`src/rtl/fetch_sequencer.sv`:
```
// fetch_sequencer -- instruction fetch sequencer.
//
// Owns the program counter, issues fetches to the IFU (1-cycle read latency),
// buffers returned (pc, instruction) pairs and presents them to decode over a
// valid/ready handshake. A redirect replaces the pc, flushes the buffer and
// squashes any fetch still in flight.
//
// Ports:
//   clock           system clock, all state on rising edge
//   reset           asynchronous, active-low reset
//   fetch_add       address presented to the IFU (always the current pc)
//   fetch_req       fetch issued this cycle
//   inst_code       IFU read data, valid the cycle after fetch_req
//   redirect_valid  branch/jump taken, pc replaced by redirect_pc
//   redirect_pc     redirect target
//   out_valid       buffer head valid to decode
//   out_ready       decode accepts head
//   out_inst        head instruction
//   out_pc          head instruction address
//   fault           misaligned redirect seen (sticky until reset)
//
// Build option:
//   FETCH_ALIGN_CHECK_EN  when defined, a redirect_pc with bits [1:0] != 0
//                         raises fault, leaves pc unchanged and parks the
//                         sequencer in FLUSH until reset. When undefined,
//                         fault is tied 0 and redirect_pc[1:0] are forced to 0.

module fetch_sequencer #(
   parameter logic [31:0] RESET_PC  = 32'h0000_0000,
   parameter logic [31:0] PC_STEP   = 32'd4,
   parameter int unsigned BUF_DEPTH = 2
) (
   input  logic        clock,
   input  logic        reset,
   output logic [31:0] fetch_add,
   output logic        fetch_req,
   input  logic [31:0] inst_code,
   input  logic        redirect_valid,
   input  logic [31:0] redirect_pc,
   output logic        out_valid,
   input  logic        out_ready,
   output logic [31:0] out_inst,
   output logic [31:0] out_pc,
   output logic        fault
);

   localparam int unsigned PW = (BUF_DEPTH > 1) ? $clog2(BUF_DEPTH) : 1;
   localparam int unsigned CW = PW + 1;

   typedef enum logic [1:0] {
      ST_WAIT,
      ST_RUN,
      ST_FLUSH
   } state_t;

   state_t          state_q, state_d;
   logic [31:0]     pc_q, pc_d;
   logic            infl_q, infl_d;
   logic [31:0]     tag_q, tag_d;
   logic [31:0]     mem_inst_q [BUF_DEPTH];
   logic [31:0]     mem_inst_d [BUF_DEPTH];
   logic [31:0]     mem_pc_q   [BUF_DEPTH];
   logic [31:0]     mem_pc_d   [BUF_DEPTH];
   logic [PW-1:0]   rd_ptr_q, rd_ptr_d;
   logic [PW-1:0]   wr_ptr_q, wr_ptr_d;
   logic [CW-1:0]   count_q, count_d;

   logic            push;
   logic            pop;
   logic [31:0]     used;
   logic            park;
   logic            load_pc;
   logic [31:0]     redirect_tgt;

`ifdef FETCH_ALIGN_CHECK_EN
   logic            fault_q;
   logic            misalign;

   assign misalign     = |redirect_pc[1:0];
   assign park         = fault_q;
   assign load_pc      = redirect_valid & ~misalign & ~fault_q;
   assign redirect_tgt = redirect_pc;
   assign fault        = fault_q;

   always_ff @(posedge clock or negedge reset) begin
      if (!reset) fault_q <= 1'b0;
      else        fault_q <= fault_q | (redirect_valid & misalign);
   end
`else
   logic            unused_low_bits;

   assign unused_low_bits = ^redirect_pc[1:0];
   assign park            = 1'b0;
   assign load_pc         = redirect_valid;
   assign redirect_tgt    = {redirect_pc[31:2], 2'b00};
   assign fault           = 1'b0;
`endif

   // ---------------- FSM: state register ----------------
   always_ff @(posedge clock or negedge reset) begin
      if (!reset) state_q <= ST_WAIT;
      else        state_q <= state_d;
   end

   // ---------------- FSM: next state ----------------
   always_comb begin
      state_d = state_q;
      if (redirect_valid || park) begin
         state_d = ST_FLUSH;
      end else begin
         unique case (state_q)
            ST_WAIT:  state_d = ST_RUN;
            ST_FLUSH: state_d = ST_RUN;
            default:  state_d = ST_RUN;
         endcase
      end
   end

   // ---------------- FSM: outputs ----------------
   // The credit count nets out a same-cycle pop so a depth-2 buffer can
   // sustain one instruction per cycle; occupancy + in-flight never exceeds
   // BUF_DEPTH, so a return always finds a free slot.
   always_comb begin
      used      = 32'(count_q) + 32'(infl_q) - 32'(pop);
      fetch_req = (state_q == ST_RUN) && !redirect_valid && (used < BUF_DEPTH);
   end

   // ---------------- Datapath ----------------
   assign fetch_add = pc_q;
   assign out_valid = (count_q != '0);
   assign out_inst  = mem_inst_q[rd_ptr_q];
   assign out_pc    = mem_pc_q[rd_ptr_q];

   // A redirect squashes the returning fetch and suppresses the pop.
   assign push = infl_q && !redirect_valid;
   assign pop  = out_valid && out_ready && !redirect_valid;

   always_comb begin
      pc_d       = pc_q;
      infl_d     = fetch_req;
      tag_d      = tag_q;
      mem_inst_d = mem_inst_q;
      mem_pc_d   = mem_pc_q;
      rd_ptr_d   = rd_ptr_q;
      wr_ptr_d   = wr_ptr_q;
      count_d    = count_q;

      if (load_pc) begin
         pc_d = redirect_tgt;
      end else if (fetch_req) begin
         pc_d = pc_q + PC_STEP;
      end

      if (fetch_req) begin
         tag_d = pc_q;
      end

      if (redirect_valid) begin
         rd_ptr_d = '0;
         wr_ptr_d = '0;
         count_d  = '0;
      end else begin
         if (push) begin
            mem_inst_d[wr_ptr_q] = inst_code;
            mem_pc_d[wr_ptr_q]   = tag_q;
            wr_ptr_d             = wr_ptr_q + 1'b1;
         end
         if (pop) begin
            rd_ptr_d = rd_ptr_q + 1'b1;
         end
         count_d = count_q + CW'(push) - CW'(pop);
      end
   end

   always_ff @(posedge clock or negedge reset) begin
      if (!reset) begin
         pc_q     <= RESET_PC;
         infl_q   <= 1'b0;
         tag_q    <= '0;
         rd_ptr_q <= '0;
         wr_ptr_q <= '0;
         count_q  <= '0;
         for (int unsigned i = 0; i < BUF_DEPTH; i++) begin
            mem_inst_q[i] <= '0;
            mem_pc_q[i]   <= '0;
         end
      end else begin
         pc_q       <= pc_d;
         infl_q     <= infl_d;
         tag_q      <= tag_d;
         rd_ptr_q   <= rd_ptr_d;
         wr_ptr_q   <= wr_ptr_d;
         count_q    <= count_d;
         mem_inst_q <= mem_inst_d;
         mem_pc_q   <= mem_pc_d;
      end
   end

endmodule

```
`config.mk`:
```
export PLATFORM = sky130hd
export DESIGN_NAME = fetch_sequencer
export DESIGN_NICKNAME = d
export VERILOG_FILES = /design/src/rtl/fetch_sequencer.sv
export SDC_FILE = /design/constraint.sdc
export NUM_CORES = 1
export LEC_CHECK = 0
export CORE_MARGIN = 1
export CORE_UTILIZATION = 40
export DETAILED_ROUTE_END_ITERATION = 16
export PLACE_DENSITY = 0.73
export SETUP_SLACK_MARGIN = 0.4
export SLEW_MARGIN = 20
export SYNTH_ARGS = -nofsm -noshare
export SYNTH_HDL_FRONTEND = slang
export SYNTH_SLANG_ARGS = --single-unit
```
`constraint.sdc`:
```
create_clock -name clock -period 4.8 [get_ports clock]
set_input_delay 0.96 -clock clock [delete_from_list [all_inputs] [get_ports clock]]
set_output_delay 0.96 -clock clock [all_outputs]
set_load 0.02 [all_outputs]
```
==> results of run 1 <==
## path summary, 6_finish.rpt
path,slack [ns],endpoint,depth (start not counted),start
worst min-delay path,0.50,mem_inst_q[15]$_DFFE_PN0P_,1,mem_inst_q[15]$_DFFE_PN0P_
worst max-delay path,0.56,fetch_req,10,out_ready
worst min register to register,0.50,mem_inst_q[15]$_DFFE_PN0P_,1,mem_inst_q[15]$_DFFE_PN0P_
min in group asynchronous,0.64,mem_pc_q[2]$_DFFE_PN0P_,1,reset
max in group asynchronous,3.23,fetch_add[30]$_DFFE_PN0P_,2,reset
worst max register to register,1.20,fetch_add[14]$_DFFE_PN0P_,12,count_q[1]$_DFF_PN0_
## where the power goes
part / switching [mW] / internal (mW) / total [mW]
registers: 0.266 / 2.05 / 2.32
logic: 0.769 / 1.03 / 1.80
clock network: 0.612 / 0.837 / 1.45
## layout by cell type, fill, tap and decap left out, drive strengths merged, types with 6 or more instances in the layout
master	instances
clkdlybuf4s50	157
or4	19
o31ai	9
nor2	22
clkbuf	20
mux2	216
xor2	6
o31a	7
nand3	16
nand2	21
o21ai	12
nand4	10
buf	14
dfrtp	191
inv	10
a31oi	13
or3	6
## routing by layer
layer	up-vias	part of all wire (%)	wire [um]	GRT usage [%]
met5	-	0	0	0
met1	3032	46	9190	25.2
met2	142	48	9400	28.9
li1	2750	-	-	-
met3	18	4.6	902	3.58
met4	0	1.4	281	6.16
## cell type report
cell class,count,area share [%]
clock inverters,12,1.41
clock buffers,19,3.91
multi-input cells,428,34.0
repair buffers,172,15.1
well taps,275,3.04
inverters,8,0.265
flip-flops and latches,191,42.2
## state kept, by name (all words and copies together) (netlist names)
register	count
mem_inst_q	64
mem_pc_q	60
fetch_add	30
tag_q	30
count_q	2
state_q	2
infl_q	1
rd_ptr_q	1
wr_ptr_q	1
## through the flow
step / hold WS [ns] / instances / setup WS [ns]
finish: 0.502 / 1105 / 0.559
global route: 0.515 / 1105 / 0.436
CTS: 0.505 / 1104 / 0.411
detailed placement: 0.487 / 1073 / 0.0912
global placement: 0.482 / 1073 / 0.120
floorplan: 0.474 / 671 / 0.428
## logic make-up after synthesis
kind of cell,after synthesis,synth area share [%]
other cells,1,0.0425
xor+xnor,8,0.879
fa+ha+maj,6,0.936
flops,191,54.2
compound gates,60,4.79
mux,219,27.9
buf+inv,52,2.84
simple gates,130,8.46
## what timing repair did
| item | CTS | global route |
|---|---|---|
| buffers inserted | 0 | 1 |
| pin swaps | 0 | 1 |
| endpoints found under the setup margin | 1 | 1 |
| gates resized for setup | 3 | 3 |
==> out/results.txt, run 1 <==
Pwr/cell area -> 491 mW/mm2
Final ANT Viol Nets -> 0
Critical Path RT -> 3.84 ns
Relative slew margins -> 31.1%
Register area -> 0.00478 mm2
EDFF count, synth -> 0
Max Cap Viol -> 0
I/O Pins -> 167
Cell taking the most area after synthesis -> dfrtp_1
Slowest stage delay, CP -> 0.50 ns
Hold violation total from the final report -> 0
Fmax -> 236 MHz
GRT Total Usage -> 18.3%
Tot Pwr -> 5.56 mW
Share of cells above drive strength 1 -> 33.5%
Remaining routing DRC violations -> 0
Slowest-stage cell, CP -> fa_2
Async SR Flop Fraction -> 100%
Full die area -> 0.0227 mm2
Cts-stage hold buffer count -> 0
Startpoint types -> input port
Placed cell areas -> 0.0107 mm2
RSZ-0062 raised after global routing -> no
First-pass GRT wire length -> 31,900 um
Top cells by count, synth -> mux2_2 (216), dfrtp_1 (191), nor2_1 (22)
Initial core utilization -> 41.3%
CP max FO -> 3
DR pass1 iterations -> 4
CTS tree -> done
YS warnings -> 0
Clock sinks -> 191
CP Capture Type -> primary output
Max H-tree Level -> 4
Setup TNS -> 0 ns
Skew final -> 0.00974 ns
ANT cells -> 0
Top_reg_cell synth -> dfrtp_1
Latest clock arrival within the worst-skew pair -> 0.43 ns
DRT iter0 DRCs -> 262
Footprint of the multi-input gates -> 0.00385 mm2
Hold crit path type -> register to register
CP top delay family -> simple AND/OR/NAND/NOR gates
Overflow after GRT -> 0
PortBufs -> 159
DIE WIDTH -> 151 um
Worst Path Buf+Inv -> 2
Static leakage -> 4.74 nW
Core Util, Final -> 53.0%
Synthesis-to-finish area growth -> 28.3%
Finish-stage setup viols -> 0
Root buf cell -> clkbuf_16
Yosys top cell area share -> 54.2%
Final GP Congestion -> 0.784
Count leader, synth -> mux2_2
Synthesized area -> 0.00883 mm2
Clk slew on worst S/H paths -> 0.06 ns
Critical-path cell list -> clkdlybuf4s50_1, nand2_1, nor2_1, ha_1, nor2b_2, fa_2, nor3b_2, o211ai_2, nor2_4, buf_2
WP data arrival -> 3.28 ns
Final Critical Period -> 4.24 ns
Fin nets -> 892
Antenna violations before repair -> 0
Vias -> 5,942
Count of pins over their slew limit -> 0
Layout fillers -> 1,825
Num rows -> 53
Dpl hpwl -> 13,000 um
Average size of a mapped cell -> 13.2 um2
Final WL -> 19,800 um
Post-route design area -> 0.0113 mm2
Outcome -> completed
Mean routed wirelength per cell -> 17.9 um
Syn Inst Count -> 667
Synth cell types -> 53
Post-route clock period utilization -> 88.4%
CP Class -> input port to primary output
Max VDD drop -> 0.248 mV
CORE AREA -> 0.0214 mm2
Sequential share of the synthesized area -> 54.2%
Synthesis-stage register bit count -> 191
CTS buffer count -> 17
Die H -> 151 um
CTS Buffer Depth -> 2
Synth area leaders -> dfrtp_1 (54%), mux2_2 (28%), or4_1 (1.4%), nor2_1 (0.94%), a31oi_1 (0.92%)
DR vias/cell -> 5.38
Number of global-route vias before repair -> 5,991
Largest net degree at the start of global routing -> 118
Worst-Margin Slew -> 1.03 ns
Power figures use the tool's default switching activity.
==> run 2, diff against run 1 <==
--- a/config.mk
+++ b/config.mk
@@ -7,6 +7,7 @@
 export LEC_CHECK = 0
 export CORE_MARGIN = 1
 export CORE_UTILIZATION = 40
+export CTS_CLUSTER_DIAMETER = 40
 export DETAILED_ROUTE_END_ITERATION = 16
 export PLACE_DENSITY = 0.73
 export SETUP_SLACK_MARGIN = 0.4
==> results of run 2 <==
No change in the layout: final DEF, timing and power equal those of run 1.
